<file path="config.mk">
export PLATFORM = sky130hd
export DESIGN_NAME = apuf_resp_ctrl
export DESIGN_NICKNAME = d
export VERILOG_FILES = /design/src/rtl/apuf_pkg.sv /design/src/rtl/apuf_sync2.sv /design/src/rtl/apuf_resp_ctrl.sv
export SDC_FILE = /design/constraint.sdc
export NUM_CORES = 1
export LEC_CHECK = 0
export CAP_MARGIN = 10
export CORE_UTILIZATION = 46
export CTS_CLUSTER_DIAMETER = 30
export CTS_CLUSTER_SIZE = 16
export DETAILED_ROUTE_END_ITERATION = 10
export PLACE_DENSITY = 0.83
export RECOVER_POWER = 100
export SETUP_SLACK_MARGIN = 0.1
export SLEW_MARGIN = 10
export SYNTH_ARGS = -nofsm -noshare
export SYNTH_HDL_FRONTEND = slang
export SYNTH_SLANG_ARGS = --single-unit
</file>
<file path="constraint.sdc">
create_clock -name clk -period 5 [get_ports clk]
set_input_delay 1.5 -clock clk [delete_from_list [all_inputs] [get_ports clk]]
set_output_delay 1.5 -clock clk [all_outputs]
set_load 0.02 [all_outputs]
</file>
<file path="src/rtl/apuf_pkg.sv">
// Shared definitions for the arbiter-PUF response controller.
//   apuf_state_t : controller FSM states
//   DEF_*        : default geometry and timing constants
//   ones_width   : width of a counter able to hold 0..neval
//   timer_width  : width of a down-counter able to hold (max timing param - 1)
package apuf_pkg;

  typedef enum logic [2:0] {
    IDLE,
    SETTLE,
    LAUNCH,
    RELAX,
    DONE
  } apuf_state_t;

  localparam int unsigned DEF_NSTAGE = 64;
  localparam int unsigned DEF_NEVAL  = 7;
  localparam int unsigned DEF_TSET   = 4;
  localparam int unsigned DEF_TCAP   = 8;
  localparam int unsigned DEF_TREL   = 4;

  function automatic int unsigned ones_width(input int unsigned neval);
    return (neval < 1) ? 1 : $clog2(neval + 1);
  endfunction

  function automatic int unsigned timer_width(input int unsigned a,
                                              input int unsigned b,
                                              input int unsigned c);
    int unsigned m;
    m = a;
    if (b > m) m = b;
    if (c > m) m = c;
    return (m <= 2) ? 1 : $clog2(m);
  endfunction

endpackage

</file>
<file path="src/rtl/apuf_sync2.sv">
// Two-flop synchroniser for the asynchronous arbiter output.
//   clk   : destination clock
//   rst_n : asynchronous active-low reset (both flops clear to 0)
//   d     : asynchronous input
//   q     : synchronised output
module apuf_sync2 (
  input  logic clk,
  input  logic rst_n,
  input  logic d,
  output logic q
);

  logic meta;

  always_ff @(posedge clk or negedge rst_n) begin
    if (!rst_n) begin
      meta <= 1'b0;
      q    <= 1'b0;
    end else begin
      meta <= d;
      q    <= meta;
    end
  end

endmodule

</file>
<file path="src/rtl/apuf_resp_ctrl.sv">
// Launch/capture controller for one arbiter-PUF delay chain. Latches a
// challenge, fires NEVAL race edges (settle / launch / relax per evaluation),
// counts arbiter ones and returns the majority-voted response bit.
//   clk, rst_n             : clock, asynchronous active-low reset
//   req_valid/req_ready    : challenge handshake, chal_in [NSTAGE]
//   chal_out               : registered challenge to switch-stage selects
//   race_launch            : race edge into both chain inputs
//   arb_in                 : raw arbiter output (asynchronous)
//   resp_valid/resp_ready  : response handshake, resp_bit = majority vote
//   busy                   : high whenever not IDLE
// Option macro APUF_SOFT_RESP_EN adds output resp_ones (raw ones count).
module apuf_resp_ctrl
  import apuf_pkg::*;
#(
  parameter int unsigned NSTAGE = DEF_NSTAGE,
  parameter int unsigned NEVAL  = DEF_NEVAL,
  parameter int unsigned TSET   = DEF_TSET,
  parameter int unsigned TCAP   = DEF_TCAP,
  parameter int unsigned TREL   = DEF_TREL
) (
  input  logic              clk,
  input  logic              rst_n,
  input  logic              req_valid,
  output logic              req_ready,
  input  logic [NSTAGE-1:0] chal_in,
  output logic [NSTAGE-1:0] chal_out,
  output logic              race_launch,
  input  logic              arb_in,
  output logic              resp_valid,
  input  logic              resp_ready,
  output logic              resp_bit,
`ifdef APUF_SOFT_RESP_EN
  output logic [ones_width(NEVAL)-1:0] resp_ones,
`endif
  output logic              busy
);

  localparam int unsigned OW = ones_width(NEVAL);
  localparam int unsigned TW = timer_width(TSET, TCAP, TREL);

  if ((NEVAL % 2) == 0 || NEVAL > 255 || TSET == 0 || TCAP == 0 || TREL == 0 ||
      NSTAGE == 0) begin : g_bad_param
    $error("apuf_resp_ctrl: NEVAL must be odd 1..255 and timing parameters nonzero");
  end

  apuf_state_t   state, next_state;
  logic [TW-1:0] timer;
  logic [OW-1:0] ones_cnt;
  logic [OW-1:0] eval_cnt;
  logic          arb_sync;
  logic          last_eval;
  logic          timer_zero;

  apuf_sync2 u_sync (
    .clk   (clk),
    .rst_n (rst_n),
    .d     (arb_in),
    .q     (arb_sync)
  );

  assign timer_zero = (timer == '0);
  assign last_eval  = (eval_cnt == OW'(NEVAL - 1));

  always_ff @(posedge clk or negedge rst_n) begin
    if (!rst_n) state <= IDLE;
    else        state <= next_state;
  end

  always_comb begin
    next_state = state;
    req_ready  = 1'b0;
    resp_valid = 1'b0;
    busy       = 1'b1;
    case (state)
      IDLE: begin
        req_ready = 1'b1;
        busy      = 1'b0;
        if (req_valid) next_state = SETTLE;
      end
      SETTLE: if (timer_zero) next_state = LAUNCH;
      LAUNCH: if (timer_zero) next_state = RELAX;
      RELAX:  if (timer_zero) next_state = last_eval ? DONE : SETTLE;
      DONE: begin
        resp_valid = 1'b1;
        if (resp_ready) next_state = IDLE;
      end
      default: next_state = IDLE;
    endcase
  end

  // race_launch comes straight from a flop (glitch-free into the chain);
  // registering next_state==LAUNCH keeps it aligned with the LAUNCH state.
  always_ff @(posedge clk or negedge rst_n) begin
    if (!rst_n) begin
      race_launch <= 1'b0;
      chal_out    <= '0;
      timer       <= '0;
      ones_cnt    <= '0;
      eval_cnt    <= '0;
      resp_bit    <= 1'b0;
`ifdef APUF_SOFT_RESP_EN
      resp_ones   <= '0;
`endif
    end else begin
      race_launch <= (next_state == LAUNCH);
      case (state)
        IDLE: begin
          if (req_valid) begin
            chal_out <= chal_in;
            ones_cnt <= '0;
            eval_cnt <= '0;
            timer    <= TW'(TSET - 1);
          end
        end
        SETTLE: begin
          if (timer_zero) timer <= TW'(TCAP - 1);
          else            timer <= timer - TW'(1);
        end
        LAUNCH: begin
          if (timer_zero) begin
            timer    <= TW'(TREL - 1);
            ones_cnt <= ones_cnt + OW'(arb_sync);
          end else begin
            timer <= timer - TW'(1);
          end
        end
        RELAX: begin
          if (timer_zero) begin
            eval_cnt <= eval_cnt + OW'(1);
            timer    <= TW'(TSET - 1);
            if (last_eval) begin
              resp_bit  <= (ones_cnt > OW'(NEVAL / 2));
`ifdef APUF_SOFT_RESP_EN
              resp_ones <= ones_cnt;
`endif
            end
          end else begin
            timer <= timer - TW'(1);
          end
        end
        default: ;
      endcase
    end
  end

endmodule

</file>
### Word-level counts from Yosys, hierarchy flattened

Cells that the tools add are included.

* register bits: 80
* input bits: 69
* output and inout bits: 69
* word-level logic and storage cells: 52

* add/sub/neg operators: 3
* magnitude comparators: 1
* eq/ne operators: 9
* mux-type cells: 19
* reductions and logical operators: 11

Operators by type and width (number)
* two-way mux 3 bit: 12
* one-hot mux 3 bit (5 select lines): 1
* one-hot mux 3 bit (2 select lines): 2
* == test 3 x 2 -> 1 bit (second input constant): 3
* one-hot mux 3 bit (3 select lines): 1
* AND reduction 3 bit: 3
* == test 3 bit (second input constant): 2
* zero test 3 bit: 2
* inequality test 2 bit (second input constant): 3
* AND reduction 2 bit: 2
* nonzero test 2 bit: 2
* adder 3 x 1 -> 3 bit: 1
* adder 3 x 1 -> 3 bit (second input constant): 1
* == test 3 x 1 -> 1 bit (second input constant): 1
* greater-than comparator 3 x 2 -> 1 bit (second input constant): 1
* two-way mux 1 bit: 3
* nonzero test 3 bit: 1
* subtractor 3 x 1 -> 3 bit (second input constant): 1
* OR reduction 2 bit: 1

### Longest topological paths before layout

* word-level depth: 5
* gate-level depth with buffers: 7
* mapped depth without buffers: 5

### By module

A second synthesis with hierarchy kept.

* cell total of the unflattened synthesis: 356
* area, all modules: 3278.1 um2

By module, submodules not included
* apuf_resp_ctrl: instances 1, cells each 354, area an instance 3228.1 um2, seq. area each 1951.9 um2
* apuf_sync2: instances 1, cells each 2, area an instance 50.0 um2, seq. area each 50.0 um2

### Least setup slack after synthesis

Ideal clock, no wire load.

* path type: reg-to-output
* start point: register state[0]
* end point: output port resp_valid
* data arrival time: 1.093 ns
* data required time: 3.500 ns
* slack: 2.407 ns
* stages on the path, launching flop included: 4
* path buffers: 1
* cell sequence: dfrtp_1 clkbuf_1 or2_2 nor2_1

* longest elaborated chain between the ends: 2

RTL lines
* start: declaration: line apuf_resp_ctrl.sv:46 `apuf_state_t state, next_state;`
* start signal: assignment: line apuf_resp_ctrl.sv:66 `else state <= next_state;`
* == test 3 bit: line apuf_resp_ctrl.sv:74 `case (state)`
* two-way mux 1 bit: line apuf_resp_ctrl.sv:74
* end: declaration: line apuf_resp_ctrl.sv:29 `output logic resp_valid,`

No other way between the ends.

### Final worst setup path

* start point: input port req_valid
* end point: register chal_out[60]

* longest elaborated chain between the ends: 1

RTL lines
* start: declaration: line apuf_resp_ctrl.sv:23 `input logic req_valid,`
* AND reduction 2 bit (no line)
* end signal: assignment: line apuf_resp_ctrl.sv:109 `chal_out <= chal_in;`
* end: declaration: line apuf_resp_ctrl.sv:26 `output logic [NSTAGE-1:0] chal_out,`

No other way between the ends.
A chain may end at the register's enable or synchronous reset.

==> impl_metrics.json <==
{
  "cts-root-buf": "clkbuf_8",
  "reg2reg_from": "state[1]$_DFF_PN0_",
  "final_common_cell": "nand2_1",
  "setup_viol": 0,
  "synth_area_leaders": "dfrtp_1, nand2_1, ha_1",
  "ctsHoldBuffers": 0,
  "io-pin-count": 138,
  "crit_fanout": 67,
  "grt_pass1_vias": 2715,
  "core-area_um2": 6870,
  "start_util_pct": 47.9,
  "multi_input_area_um2": 1160,
  "yosysUniqueCellTypes": 30,
  "postRouteWirelength_mm": 7.49,
  "die_y_um": 86.6,
  "peakVddDrop_v": 0.000293,
  "grt_max_degree": 81,
  "antenna_cells": 0,
  "globalRouteTotalUtil_pct": 21.4,
  "worst_pin_slew_ns": 1.90,
  "syn_to_final_growth_pct": 48.2,
  "vias": 2802,
  "async_flop_share_pct": 100,
  "place_congestion": 0.783,
  "cts-resized-gates": 0,
  "io_buffers": 137,
  "numCtsBuffers": 9,
  "cts_setup_buffers": 0,
  "synthFlopType": "dfrtp_1",
  "antenna_found_initial": 0,
  "grt.overflow.total": 0,
  "min_period_ns": 3.63,
  "postSynthAreaPerCell_um2": 9.12,
  "final_cells": 592,
  "hold_viol": 0,
  "synth_top_area_share_pct": 60.8,
  "cp.required_ns": 5.22,
  "crit_arrival_ns": 3.85,
  "dp_hpwl_mm": 5.24,
  "p_per_area_nw_per_um2": 587,
  "violations": "capacitance limit, slew limit",
  "h-tree-depth": 3,
  "worstSetupEndpointType": "flop",
  "rows": 30,
  "power_leakage_nw": 2.45,
  "hold_depth": 0,
  "criticalPathCategory": "input pin to flop",
  "die_area_um2": 7500,
  "clk_latency_ns": 0.34,
  "drt_iter0_drc": 162,
  "path_clk_slew_ns": 0.08,
  "final_cell_mix": "nand2_1, dfrtp_1, dlygate4sd3_1",
  "drive_gt1_share_pct": 4.84,
  "fin_crit_sh_pct": 72.6,
  "fmax_mhz": 275,
  "rsz0062_at_grt": "false",
  "setup_tns_ns": 0,
  "relSlewSlack_pct": -26.7,
  "cp-start-kind": "input pin",
  "outcome": "finished with violations",
  "fin_util_pct": 71.0,
  "synth_warnings": 0,
  "clockBufferDepth": 2,
  "cts.sinks": 80,
  "register_area_um2": 2000,
  "final_antenna_net_count": 0,
  "die_x_um": 86.6,
  "fin_nets": 566,
  "cts_tree": "built",
  "synthCells": 361,
  "drc": 0,
  "post_drt_via_cell_ratio": 4.73,
  "dp.cells": 576,
  "first_pass_iters": 4,
  "synth_area_um2": 3290,
  "cap_violations": 1,
  "synth_edf_count": 0,
  "cp-startpoint": "req_valid",
  "fillers": 526,
  "yosysSeqAreaShare_pct": 60.8,
  "worstHoldStart": "u_sync.meta$_DFF_PN0_",
  "finClkSkew_ns": 0.00679,
  "grt_pass1_wl_mm": 12.4,
  "wire_per_inst_um": 12.7,
  "hold_ws_ns": 0.359,
  "yosys.area.top_type": "dfrtp_1",
  "synth_nets": 436,
  "hold_class": "flop to flop",
  "r2r_slack_ns": 2.52,
  "ys_ff_latch": 80,
  "slew_violations": 81,
  "design_power_total_mw": 2.86,
  "reg2reg_depth": 4
}
## Yosys cell counts, types with 2 or more instances
cell,n
nand2_1,198
dfrtp_1,80
nand3_1,10
buf_2,9
clkbuf_1,7
ha_1,6
inv_1,6
nor2_1,5
buf_6,4
o21ai_0,4
a21oi_1,3
a22oi_1,3
mux2i_1,3
nand2b_1,3
or2_2,3
nand3b_1,2
nor4b_1,2
## through the flow
step	worst slack (ns)	area, um^2
after CTS	1.47	4880
after global placement	1.67	4680
after floorplan	2.41	3290
after detailed placement	1.60	4680
after global routing	1.16	4880
final	1.37	4880
## routing by layer
layer | vias to the layer above | part of all wire, % | global-route usage [%]
met5 | - | 0 | 0
met2 | 103 | 48 | 34.5
met3 | 15 | 8.1 | 5.90
met1 | 1288 | 41 | 26.9
li1 | 1396 | - | -
met4 | 0 | 2.2 | 9.85
## area by class of cell
| type | count | area share [%] |
|---|---|---|
| sequential | 80 | 41.0 |
| timing repair buffer | 139 | 28.3 |
| multi-input combinational | 255 | 23.7 |
| clock buffer | 11 | 2.90 |
| tap | 96 | 2.46 |
| clock inverter | 5 | 1.15 |
| inverter | 6 | 0.462 |
## critical path, cell delays in order
cell and delay, ns:
dlygate4sd3_1 0.63, or4b_2 0.60, clkbuf_2 0.70, nand2_1 0.30, nand2_1 0.09
## power by group
group          total, mW  switching [mW]  internal [mW]
Clock              0.464           0.221          0.244
Sequential          1.11           0.175          0.933
Combinational       1.29           0.732          0.561
Total               2.86            1.13           1.74
## logic make-up (layout without fill, tap and decap cells)
kind of cell,after synthesis,count (layout),synth area share (%)
buffers and inverters,26,161,4.22
adders and majority gates,6,6,2.28
muxes,4,4,1.25
AOI/OAI and AO/OA,15,15,3.04
DFF,80,80,60.8
and+or+nand+nor,230,230,28.4
## state kept, by name, summed over array words and instances, names as in the netlist
name and flops:
chal_out 64, eval_cnt 3, ones_cnt 3, race_launch 1, resp_bit 1, state 3
timer 3, u_sync.meta 1, u_sync.q 1
## worst paths after layout
path / to
hold reg to reg: u_sync.q$_DFF_PN0_
setup / recovery: chal_out[60]$_DFFE_PN0P_
max in group asynchronous: chal_out[25]$_DFFE_PN0P_
setup reg to reg: chal_out[60]$_DFFE_PN0P_
min in group asynchronous: chal_out[28]$_DFFE_PN0P_
hold / removal: u_sync.q$_DFF_PN0_
No activity file was read; power rests on OpenSTA's default activity.
